**src/rtl/imem_loader.sv**
```systemverilog
// imem_loader: fills the instruction memory from a byte stream and holds the
// CPU until the image is in place.
//
// Stream format: a 16-bit big-endian word count, then count*4 bytes. Each
// group of four bytes becomes one big-endian 32-bit word. The words are
// written to consecutive byte addresses from BASE_ADDR, stepping by 4.
//
// Ports:
//   clk        system clock, rising edge
//   rst        asynchronous reset, active low
//   start      one-cycle pulse; begins a load from IDLE, DONE or ERR
//   in_data    stream byte
//   in_valid   in_data is valid
//   in_ready   loader accepts a byte this cycle
//   mem_we     instruction-memory write enable, one pulse per word
//   mem_addr   byte address of the write (holds between writes)
//   mem_wdata  word to write (holds between writes)
//   cpu_hold   keeps the fetch PC in reset while high
//   done       image loaded; held until the next start or reset
//   error      length header exceeded MAX_WORDS; held until start or reset
//
// state    | meaning
// ---------+-----------------------------------------------------------
// S_IDLE   | after reset, waiting for start; CPU held
// S_LEN_HI | waiting for the high byte of the word count
// S_LEN_LO | waiting for the low byte; count is checked on arrival
// S_DATA   | shifting in the four bytes of the current word
// S_WRITE  | one-cycle memory write of the assembled word
// S_DONE   | image loaded; CPU released
// S_ERR    | count too large; CPU held, nothing written

module imem_loader #(
  parameter logic [31:0] BASE_ADDR = 32'h0000_0000,
  parameter int unsigned MAX_WORDS = 256
) (
  input  logic        clk,
  input  logic        rst,
  input  logic        start,
  input  logic [7:0]  in_data,
  input  logic        in_valid,
  output logic        in_ready,
  output logic        mem_we,
  output logic [31:0] mem_addr,
  output logic [31:0] mem_wdata,
  output logic        cpu_hold,
  output logic        done,
  output logic        error
);

  typedef enum logic [2:0] {
    S_IDLE,
    S_LEN_HI,
    S_LEN_LO,
    S_DATA,
    S_WRITE,
    S_DONE,
    S_ERR
  } state_t;

  // One extra bit so a MAX_WORDS of 65536 still compares correctly.
  localparam logic [16:0] MAX_LEN = 17'(MAX_WORDS);

  state_t      state_q, state_d;
  logic [15:0] len_q, len_d;
  logic [15:0] word_idx_q, word_idx_d;
  logic [1:0]  byte_cnt_q, byte_cnt_d;
  logic [31:0] shift_q, shift_d;
  logic        in_ready_q, in_ready_d;
  logic        mem_we_q, mem_we_d;
  logic [31:0] mem_addr_q, mem_addr_d;
  logic [31:0] mem_wdata_q, mem_wdata_d;
  logic        cpu_hold_q, cpu_hold_d;
  logic        done_q, done_d;
  logic        error_q, error_d;

  logic        xfer;
  logic [15:0] len_new;

  // in_ready_q always mirrors the decode of state_q, so this is the handshake.
  assign xfer = in_valid & in_ready_q;

  always_comb begin
    state_d     = state_q;
    len_d       = len_q;
    word_idx_d  = word_idx_q;
    byte_cnt_d  = byte_cnt_q;
    shift_d     = shift_q;
    mem_addr_d  = mem_addr_q;
    mem_wdata_d = mem_wdata_q;
    len_new     = {len_q[15:8], in_data};

    case (state_q)
      S_IDLE, S_DONE, S_ERR: begin
        if (start) begin
          state_d    = S_LEN_HI;
          word_idx_d = '0;
          byte_cnt_d = '0;
        end
      end
      S_LEN_HI: begin
        if (xfer) begin
          len_d   = {in_data, len_q[7:0]};
          state_d = S_LEN_LO;
        end
      end
      S_LEN_LO: begin
        if (xfer) begin
          len_d = len_new;
          if (len_new == 16'd0) begin
            state_d = S_DONE;
          end else if ({1'b0, len_new} > MAX_LEN) begin
            state_d = S_ERR;
          end else begin
            state_d = S_DATA;
          end
        end
      end
      S_DATA: begin
        if (xfer) begin
          shift_d    = {shift_q[23:0], in_data};
          byte_cnt_d = byte_cnt_q + 2'd1;
          if (byte_cnt_q == 2'd3) begin
            state_d = S_WRITE;
          end
        end
      end
      S_WRITE: begin
        if (word_idx_q == len_q - 16'd1) begin
          state_d = S_DONE;
        end else begin
          word_idx_d = word_idx_q + 16'd1;
          state_d    = S_DATA;
        end
      end
      default: state_d = S_IDLE;
    endcase

    // Outputs are registered: decoded from the next state so they line up
    // with the state they belong to.
    in_ready_d = (state_d == S_LEN_HI) || (state_d == S_LEN_LO) ||
                 (state_d == S_DATA);
    mem_we_d   = (state_d == S_WRITE);
    if (state_d == S_WRITE) begin
      // word_idx only advances on leaving WRITE, so this is the current word.
      mem_addr_d  = BASE_ADDR + {14'd0, word_idx_d, 2'b00};
      mem_wdata_d = shift_d;
    end
    cpu_hold_d = (state_d != S_DONE);
    done_d     = (state_d == S_DONE);
    error_d    = (state_d == S_ERR);
  end

  always_ff @(posedge clk or negedge rst) begin
    if (!rst) begin
      state_q     <= S_IDLE;
      len_q       <= '0;
      word_idx_q  <= '0;
      byte_cnt_q  <= '0;
      shift_q     <= '0;
      in_ready_q  <= 1'b0;
      mem_we_q    <= 1'b0;
      mem_addr_q  <= BASE_ADDR;
      mem_wdata_q <= '0;
      cpu_hold_q  <= 1'b1;
      done_q      <= 1'b0;
      error_q     <= 1'b0;
    end else begin
      state_q     <= state_d;
      len_q       <= len_d;
      word_idx_q  <= word_idx_d;
      byte_cnt_q  <= byte_cnt_d;
      shift_q     <= shift_d;
      in_ready_q  <= in_ready_d;
      mem_we_q    <= mem_we_d;
      mem_addr_q  <= mem_addr_d;
      mem_wdata_q <= mem_wdata_d;
      cpu_hold_q  <= cpu_hold_d;
      done_q      <= done_d;
      error_q     <= error_d;
    end
  end

  assign in_ready  = in_ready_q;
  assign mem_we    = mem_we_q;
  assign mem_addr  = mem_addr_q;
  assign mem_wdata = mem_wdata_q;
  assign cpu_hold  = cpu_hold_q;
  assign done      = done_q;
  assign error     = error_q;

endmodule

```
**config.mk**
```make
export PLATFORM = sky130hd
export DESIGN_NAME = imem_loader
export DESIGN_NICKNAME = d
export VERILOG_FILES = /design/src/rtl/imem_loader.sv
export SDC_FILE = /design/constraint.sdc
export NUM_CORES = 1
export LEC_CHECK = 0
export ABC_AREA = 1
export BUFFER_PORTS_ARGS = -buffer_cell sky130_fd_sc_hd__buf_2
export CORE_MARGIN = 3
export CORE_UTILIZATION = 40
export CTS_BUF_LIST = sky130_fd_sc_hd__clkbuf_16
export DETAILED_ROUTE_END_ITERATION = 10
export GPL_TIMING_DRIVEN = 1
export PLACE_DENSITY = 0.63
export SLEW_MARGIN = 20
export SYNTH_ARGS = -nofsm -noshare
export SYNTH_HDL_FRONTEND = slang
export SYNTH_SLANG_ARGS = --single-unit
```
**constraint.sdc**
```tcl
create_clock -name clk -period 3.2 [get_ports clk]
set_input_delay 0.16 -clock clk [delete_from_list [all_inputs] [get_ports clk]]
set_output_delay 0.16 -clock clk [all_outputs]
set_load 0.01 [all_outputs]
```
==> impl_metrics.tcl <==
set metrics [dict create \
    dp_hpwl_mm 10.9 \
    power_leakage_nw 3.98 \
    rr_worst_depth 14 \
    grt_setup_unrepaired "no" \
    ir_drop_mv 0.473 \
    ys_ff_latch 122 \
    crit_path_frequent_cell "nand2_1" \
    worstMarginPinSlew_ps 853 \
    start_util_pct 41.2 \
    gp_congestion 0.928 \
    diodes 0 \
    final-setup-viol-count 0 \
    finClkSkew_ps 21.9 \
    drive_above_1_share_pct 16.5 \
    drv_cap 0 \
    grt_pass1_vias 5136 \
    synth_area_sq_um 6310 \
    viasPerCell 4.74 \
    firstDrtPassIters 5 \
    antenna_found_initial 0 \
    die_h_um 132 \
    multi_input_area_sq_um 2750 \
    drc 0 \
    crit_chain "inv_1, ha_1, nand2_2, nor2_4, nand3b_1, nand2_1, nand4_1, nor2_2, nand2_2, nand2_1, nand3_1, nand2_2, nand2_1, nand2_1" \
    critPathBufInv 1 \
    synth_warnings 0 \
    p_int_mw 3.64 \
    clk_pin_slew_ps 60 \
    hold_ws_ps 40.2 \
    crit_required_ps 3560 \
    setup_tns_ps 0 \
    p_clk_share_pct 31.3 \
    crit_cells 14 \
    max_slew_margin_pct 43.1 \
    clock_path_buffers 2 \
    area_growth_pct 16.5 \
    insertion_delay_ps 420 \
    drt_iter0_drc 289 \
    cts_hold_buffers 1 \
    fin_nets 902 \
    grt_pass1_wl_mm 25.9 \
    holdPathStages 3 \
    synth_area_per_cell_sq_um 7.65 \
    seqCellArea_sq_um 3050 \
    fillerInstances 1534 \
    fin_util_pct 48.0 \
    grtUsageTotal_pct 18.5 \
    pwr-share-comb_pct 31.8 \
    power_density_nw_per_um2 802 \
    path_delay_family "simple AND/OR/NAND/NOR gates" \
    via_count 5260 \
    grt_max_degree 55 \
    io_buffers 64 \
    pre_cts_slack_ps 653 \
    slowest_stage "nor2_2" \
    max_stage_delay_ps 400 \
    finalCriticalPeriod_ps 2580 \
    setup_ws_ps 622 \
    grt_overflow 0 \
    hold_violations 0 \
    synth.distinct_cells 39 \
    cts_tree "done" \
    fmaxAchievable_mhz 388 \
    synth-seq-area-share_pct 48.4 \
    fp.dieW_um 132 \
    arrival_ps 2940 \
    final_cell_mix "nand2_1, dfrtp_1, inv_1, buf_2, o21ai_0" \
    io-pin-count 81 \
    placementRows 45 \
    switching_share_pct 38.3 \
    seq_power_share_pct 36.9 \
    cts_setup_buffers 0 \
    final-max-slew-violation-count 0 \
    hold_path.class "in -> reg" \
    crit_path_end_kind "flop" \
    critPathMaxFanout 11 \
    critPathLaunchType "flop" \
    cts_root_buffer "clkbuf_16" \
    die-area_sq_um 17300 \
    cts_resized 0 \
    final_common_cell "nand2_1" \
    final_antenna_net_count 0 \
    run_status "finished clean" \
    path_class "reg -> reg" \
    core_area_sq_um 15300 \
    routedWlPerCell_um 13.6 \
    finalCritPeriodShare_pct 80.6 \
    power.switching_mw 2.26 \
    syn_inst 825 \
    wl_mm 15.1 \
    cts.sinks 122 \
    htreeDepth 4 \
    cts_buffers 17 \
]
synth_stat cells, drive strengths merged:
master | n | area share, %
nand3b | 4 | 0.48
or2 | 3 | 0.34
and2 | 4 | 0.40
dfstp | 1 | 0.42
a211oi | 1 | 0.12
nand3 | 63 | 5.6
buf | 27 | 3.0
clkbuf | 17 | 1.0
nor3 | 8 | 0.79
nand4 | 5 | 0.50
a21oi | 3 | 0.24
and3 | 1 | 0.099
ha | 3 | 0.60
a22oi | 1 | 0.12
o211ai | 1 | 0.12
dfrtp | 121 | 48
a221oi | 1 | 0.14
nor2 | 58 | 4.7
inv | 82 | 4.9
o21ai | 57 | 4.5
o22ai | 1 | 0.099
a21o | 1 | 0.12
nor4 | 3 | 0.30
conb | 1 | 0.059
xor2 | 13 | 1.8
xnor2 | 5 | 0.69
nand2 | 340 | 21
flip-flops by register name, indices dropped and copies added (netlist names):
name,flops
byte_cnt_q,2
cpu_hold,1
done,1
error,1
in_ready,1
len_q,16
mem_addr,16
mem_wdata,32
mem_we,1
shift_q,32
state_q,3
word_idx_q,16
worst min-delay path, delay by kind of cell:
kind                   cells  cell delay (ps)
buffers and inverters      1              130
AOI/OAI and AO/OA          1               60
and+or+nand+nor            1               60
layout make-up:
class	count	share of cell area [%]
multi-input cells	592	37.4
repair buffers	72	5.41
clock inverters	14	2.01
flip-flops and latches	122	41.6
well taps	211	3.59
inverters	82	4.19
clock buffers	17	5.79
power groups by stage:
stage | sequential (mW) | combinational [mW] | clock [mW]
after global routing | 2.23 | 2.17 | 1.96
after floorplan | 2.15 | 1.41 | 0
after detailed placement | 2.20 | 1.86 | 0
final | 2.18 | 1.88 | 1.84
after CTS | 2.18 | 1.88 | 1.88
after global placement | 2.19 | 1.86 | 0
through the flow:
| step | std cells | area [sq um] | power (mW) |
|---|---|---|---|
| 4_1_cts | 1110 | 7350 | 5.94 |
| 2_1_floorplan | 840 | 6360 | 3.56 |
| 3_3_place_gp | 1078 | 6770 | 4.06 |
| 3_5_place_dp | 1078 | 6770 | 4.06 |
| 5_1_grt | 1110 | 7350 | 6.36 |
| 6_report | 1110 | 7350 | 5.90 |
cells by family after synthesis:
logic type	synth area share, %
flops	48.4
simple gates	34.1
buf+inv	8.91
xor+xnor	2.50
compound gates	5.47
fa+ha+maj	0.595
other cells	0.0594
worst paths after layout:
kind | from | to | slack, ps
min in group asynchronous | rst | mem_addr[9]$_DFFE_PN0P_ | 290
worst min-delay path | in_data[3] | len_q[3]$_DFFE_PN0P_ | 40
max in group asynchronous | rst | len_q[7]$_DFFE_PN0P_ | 2120
worst max-delay path | len_q[0]$_DFFE_PN0P_ | mem_addr[14]$_DFFE_PN0P_ | 620
worst min register to register | mem_wdata[29]$_DFFE_PN0P_ | mem_wdata[29]$_DFFE_PN0P_ | 470
worst max register to register | len_q[0]$_DFFE_PN0P_ | mem_addr[14]$_DFFE_PN0P_ | 620
layer usage:
layer	global-route usage, %	wire length, um	vias up
met2	28.5	6990	146
met4	8.11	479	0
met5	0	0	-
met3	4.63	701	38
li1	-	-	2671
met1	24.6	6970	2405
No activity file was read; power rests on OpenSTA's default activity.
